<file path="config.mk">
export PLATFORM = sky130hd
export DESIGN_NAME = video_fetch_arbiter
export DESIGN_NICKNAME = d
export VERILOG_FILES = /design/src/rtl/video_fetch_arbiter.sv
export SDC_FILE = /design/constraint.sdc
export NUM_CORES = 1
export LEC_CHECK = 0
export BUFFER_PORTS_ARGS = -buffer_cell sky130_fd_sc_hd__clkbuf_2
export CAP_MARGIN = 20
export CELL_PAD_IN_SITES_DETAIL_PLACEMENT = 0
export CELL_PAD_IN_SITES_GLOBAL_PLACEMENT = 2
export CORE_MARGIN = 8
export CORE_UTILIZATION = 23
export CTS_BUF_LIST = sky130_fd_sc_hd__clkbuf_16
export DETAILED_ROUTE_END_ITERATION = 8
export PLACE_DENSITY_LB_ADDON = 0.1
export SLEW_MARGIN = 30
export SYNTH_ARGS = -nofsm -noshare
export SYNTH_HDL_FRONTEND = slang
export SYNTH_SLANG_ARGS = --single-unit
</file>
<file path="constraint.sdc">
create_clock -name clk -period 2.65 [get_ports clk]
set_input_delay 0.265 -clock clk [delete_from_list [all_inputs] [get_ports clk]]
set_output_delay 0.265 -clock clk [all_outputs]
set_load 0.01 [all_outputs]
</file>
<file path="src/rtl/video_fetch_arbiter.sv">
`default_nettype none
// ============================================================================
// video_fetch_arbiter
//   Aging-priority arbiter issuing one AXI INCR read burst at a time.
//   Rev 1.0
// ============================================================================
module video_fetch_arbiter #(
  parameter int NUM_REQ   = 3,
  parameter int AGE_LIMIT = 64
) (
  input  logic                  clk,
  input  logic                  reset,
  input  logic [NUM_REQ-1:0]    req_valid,
  input  logic [NUM_REQ*32-1:0] req_addr,
  input  logic [NUM_REQ*8-1:0]  req_len,
  output logic [NUM_REQ-1:0]    req_ready,
  output logic                  rsp_valid,
  output logic [1:0]            rsp_id,
  output logic [7:0]            rsp_index,
  output logic [31:0]           rsp_data,
  output logic                  rsp_last,
  output logic                  busy,
  output logic                  protocol_err,
  output logic                  axi_ar_valid,
  input  logic                  axi_ar_ready,
  output logic [31:0]           axi_ar_payload_addr,
  output logic [7:0]            axi_ar_payload_len,
  output logic [1:0]            axi_ar_payload_burst,
  input  logic                  axi_r_valid,
  output logic                  axi_r_ready,
  input  logic [31:0]           axi_r_payload_data,
  input  logic                  axi_r_payload_last
);

  localparam int AGE_W = $clog2(AGE_LIMIT + 1);

  typedef enum logic [1:0] {
    S_IDLE = 2'd0,
    S_ADDR = 2'd1,
    S_DATA = 2'd2
  } state_e;

  state_e                          state_q, state_d;
  logic                            ar_valid_q, ar_valid_d;
  logic [31:0]                     addr_q, addr_d;
  logic [7:0]                      len_q, len_d;
  logic [1:0]                      id_q, id_d;
  logic [7:0]                      beat_q, beat_d;
  logic                            err_q, err_d;
  logic [NUM_REQ-1:0][AGE_W-1:0]   age_q, age_d;

  logic [NUM_REQ-1:0] aged;
  logic [NUM_REQ-1:0] grant;
  logic               any_aged;
  logic               grant_any;
  logic [1:0]         grant_id;
  logic [31:0]        sel_addr;
  logic [7:0]         sel_len;
  logic               r_fire;

  // Aged requesters form their own priority tier; otherwise plain fixed priority.
  always_comb begin
    aged = '0;
    for (int i = 0; i < NUM_REQ; i++) begin
      aged[i] = req_valid[i] && (age_q[i] == AGE_W'(AGE_LIMIT));
    end
    any_aged = |aged;
    grant_id = '0;
    for (int i = NUM_REQ - 1; i >= 0; i--) begin
      if (any_aged ? aged[i] : req_valid[i]) begin
        grant_id = 2'(i);
      end
    end
    grant_any = (|req_valid) && (state_q == S_IDLE) && !reset;
    grant     = '0;
    sel_addr  = '0;
    sel_len   = '0;
    for (int i = 0; i < NUM_REQ; i++) begin
      if (grant_id == 2'(i)) begin
        grant[i] = grant_any;
        sel_addr = req_addr[i*32 +: 32];
        sel_len  = req_len[i*8 +: 8];
      end
    end
  end

  always_comb begin
    age_d = age_q;
    for (int i = 0; i < NUM_REQ; i++) begin
      if (!req_valid[i] || grant[i]) begin
        age_d[i] = '0;
      end else if (age_q[i] != AGE_W'(AGE_LIMIT)) begin
        age_d[i] = age_q[i] + 1'b1;
      end
    end
  end

  assign r_fire = axi_r_valid && axi_r_ready;

  always_comb begin
    state_d    = state_q;
    ar_valid_d = ar_valid_q;
    addr_d     = addr_q;
    len_d      = len_q;
    id_d       = id_q;
    beat_d     = beat_q;
    err_d      = err_q;
    unique case (state_q)
      S_IDLE: begin
        if (grant_any) begin
          addr_d     = sel_addr;
          len_d      = sel_len;
          id_d       = grant_id;
          beat_d     = '0;
          ar_valid_d = 1'b1;
          state_d    = S_ADDR;
        end
      end
      S_ADDR: begin
        if (ar_valid_q && axi_ar_ready) begin
          ar_valid_d = 1'b0;
          state_d    = S_DATA;
        end
      end
      S_DATA: begin
        if (r_fire) begin
          beat_d = beat_q + 8'd1;
          // A short burst or an overrun is flagged, but last always ends the burst.
          if (axi_r_payload_last) begin
            if (beat_q != len_q) err_d = 1'b1;
            state_d = S_IDLE;
          end else if (beat_q == len_q) begin
            err_d = 1'b1;
          end
        end
      end
      default: state_d = S_IDLE;
    endcase
  end

  always_ff @(posedge clk) begin
    if (reset) begin
      state_q    <= S_IDLE;
      ar_valid_q <= 1'b0;
      beat_q     <= '0;
      err_q      <= 1'b0;
      age_q      <= '0;
    end else begin
      state_q    <= state_d;
      ar_valid_q <= ar_valid_d;
      beat_q     <= beat_d;
      err_q      <= err_d;
      age_q      <= age_d;
    end
  end

  always_ff @(posedge clk) begin
    addr_q <= addr_d;
    len_q  <= len_d;
    id_q   <= id_d;
  end

  assign req_ready            = grant;
  assign axi_ar_valid         = ar_valid_q;
  assign axi_ar_payload_addr  = addr_q;
  assign axi_ar_payload_len   = len_q;
  assign axi_ar_payload_burst = 2'd1;
  assign axi_r_ready          = (state_q == S_DATA);
  assign rsp_valid            = r_fire;
  assign rsp_id               = id_q;
  assign rsp_index            = beat_q;
  assign rsp_data             = axi_r_payload_data;
  assign rsp_last             = axi_r_payload_last;
  assign busy                 = (state_q != S_IDLE);
  assign protocol_err         = err_q;

endmodule
`default_nettype wire
</file>
==> summary.md <==
| Metric | Value |
|---|---|
| First-pass GRT wire length | `23200 um` |
| Period Utilization, post-route | `95.2%` |
| Routed len/inst | `18.7 um` |
| Area growth from synthesis to layout | `31.9%` |
| Simple-gate share of the synthesized area | `18.9%` |
| Hold Slack | `225 ps` |
| #FFs+latches synth | `75` |
| Power density cells | `538 nW/um^2` |
| Setup TNS | `0 ps` |
| Placer Congestion | `0.760` |
| Worst R2R Path Depth | `7` |
| Yosys warns | `0` |
| Iter 0 DRT Violations | `143` |
| Remaining global-route overflow | `0` |
| Multi-input logic area | `1860 um^2` |
| Average cell area after synthesis | `9.01 um^2` |
| Initial Util | `23.3%` |
| CTS buffer count | `9` |
| Clock buffer depth | `2` |
| Sequential element share of the synthesized area | `46.5%` |
| Post-synth EDFFs | `42` |
| Outcome | `finished clean` |
| Clock sinks | `75` |
| RR Endpoint | `axi_ar_payload_addr[3]$_DFFE_PP_` |
| Largest family of logic cells by synthesized area | `simple AND/OR/NAND/NOR gates` |
| Required @ worst endpoint | `2380 ps` |
| Worst R2R Start | `age_q[16]$_SDFFE_PP0P_` |
| Area contributors post-synth | `edfxtp_1 (30%), dfxtp_1 (16%), buf_4 (6.4%)` |
| GRT Util Overall | `13.6%` |
| Post-Syn Instances | `459` |
| CORE AREA | `17800 um^2` |
| Worst setup SP type | `flip-flop` |
| Top_reg_cell synth | `edfxtp_1` |
| Initial antenna violation count | `0` |
| Synth Net Count | `626` |
| RSZ-0062 raised after global routing | `no` |
| Synth top area share | `30.5%` |
| Clock slew at reported path FFs | `60 ps` |
| Post-synthesis cell type count | `42` |
| Vias in the first global route | `4150` |
| Synth cell count leaders | `nor2_1 (64), nand3_1 (49), edfxtp_1 (42)` |
| Fill cells | `1947` |
| Share of cells above drive strength 1 | `37.0%` |
| XOR/XNOR Fraction of Synth Area | `6.99%` |
| Worst Hold Launch | `reset` |
| Core Rows | `49` |
| Lkg Pwr | `2.36 nW` |
| Complex-gate fraction of the synthesized area | `14.1%` |
| Vias/cell | `4.60` |
| Boundary pin count | `253` |
| Slew Limit Fails | `0` |
| Clk_skew | `7.45 ps` |
| Reg-to-reg setup timing slack | `300 ps` |
| Mux cell area share after synthesis | `0.726%` |
| Hold Fails Final Rpt | `0` |
| Most numerous cell in the Yosys netlist | `nor2_1` |
| Final min period | `2520 ps` |
| NumNets Final | `776` |
| Finish-stage setup viols | `0` |
| Die ar. | `22500 um^2` |
| Post-synthesis adder-cell area fraction | `2.12%` |
| Hold Path Class | `in2reg` |
| CTS H-Tree Depth | `3` |
| Synth async-reset ratio | `0%` |
| Root Buffer | `clkbuf_16` |
| # diodes | `0` |
| Syn Std Cell Area | `4140 um^2` |
| Hold buffers post-CTS | `0` |
| ANT nets after route | `0` |
| Die X | `150 um` |
| Crit Path Category | `reg2out` |
| Arr. time, crit path | `2260 ps` |
| I/O Buffers | `186` |
| Worst hold path depth | `2` |
| FMAX | `396 MHz` |
| # Max-Cap Violations | `0` |
| Register Area | `1920 um^2` |
| Peak supply drop | `284 uV` |
| WHS Endpoint | `state_q[1]$_SDFFE_PP0P_` |
| Die Y | `150 um` |
| Largest net degree at the start of global routing | `47` |
| Final Routed Wirelength | `15800 um` |
| Critical Path Fanout Max | `4` |
| Drc violations | `0` |
| CTS tree | `built` |
| Cell taking the most area after synthesis | `edfxtp_1` |
| Crit end category | `primary output` |
| HPWL Detailed | `12100 um` |
| Clock Latency Late Sink | `340 ps` |
| Via count | `3877` |
| Pre-antenna DRT Iters | `4` |
[layer usage]
metal | global-route usage [%] | part of all wire, %
met1 | 15.0 | 40
met2 | 23.9 | 50
met3 | 3.10 | 6.5
met4 | 7.25 | 3.1
met5 | 0 | 0
[power by group]
part	total [mW]	leakage (nW)	internal, mW	switching, mW
Clock	1.10	0.132	0.613	0.488
Sequential	1.36	0.672	1.33	0.0347
Combinational	0.473	1.56	0.205	0.268
[flip-flops by register name (all words and copies together) (netlist names)]
name / cells
age_q: 21
axi_ar_payload_addr: 32
axi_ar_payload_len: 8
protocol_err: 1
axi_ar_valid: 1
state_q: 2
rsp_id: 2
rsp_index: 8
[kinds of logic (layout without fill, tap and decap cells)]
| kind of cell | Yosys count | after routing |
|---|---|---|
| adder cells (fa/ha/maj) | 7 | 7 |
| AO/OA/AOI/OAI | 97 | 97 |
| multiplexers | 3 | 3 |
| other | 2 | 2 |
| flip-flops | 75 | 75 |
| AND/OR/NAND/NOR | 166 | 166 |
| XOR/XNOR | 33 | 33 |
| buffers and inverters | 76 | 231 |
[worst max-delay path, stage by stage (launching register included)]
cell and delay (ps):
dfxtp_1 330, or4_4 570, a211oi_2 430, o221ai_4 220
nor2_1 170, clkbuf_2 200
[layout make-up]
class	count	area share, %
tap	229	5.25
timing repair buffer	202	20.0
clock buffer	9	4.13
clock inverter	7	0.505
multi-input combinational	308	34.0
inverter	13	0.894
sequential	75	35.2
[timing repair]
item	CTS	global route
resized for setup	4	1
buffers inserted	0	1
pin swaps	0	1
setup endpoints to repair	2	1
[how the worst max path moves through the flow]
stage | end | slack (ps) | cells past startpoint | from
final | req_ready[2] | 130 | 5 | age_q[16]$_SDFFE_PP0P_
after global routing | req_ready[2] | 5 | 5 | age_q[16]$_SDFFE_PP0P_
after CTS | req_ready[1] | 30 | 5 | age_q[9]$_SDFFE_PP0P_
after detailed placement | axi_ar_payload_len[5]$_DFFE_PP_ | 100 | 6 | age_q[16]$_SDFFE_PP0P_
after global placement | axi_ar_payload_len[0]$_DFFE_PP_ | 180 | 6 | age_q[16]$_SDFFE_PP0P_
after floorplan | req_ready[1] | 350 | 6 | reset
[metrics by stage]
stage,total power [mW],util [%],worst slack (ps),cells,cell area (um^2)
after floorplan,1.66,-,348,459,4140
after global placement,1.87,29.1,177,826,5170
after detailed placement,1.87,29.1,95.1,826,5170
after CTS,2.99,30.6,33.1,842,5450
after global routing,3.06,30.7,4.97,843,5460
final,2.93,30.7,128,843,5460
[layout by cell type, fill, tap and decap left out, drive strengths merged, types with 16 or more instances in the layout]
master,instances
clkbuf,195
nor2,64
a31oi,40
o21ai,42
dfxtp,33
xnor2,18
nand3,49
edfxtp,42
buf,16
(Power assumes the default switching activity.)
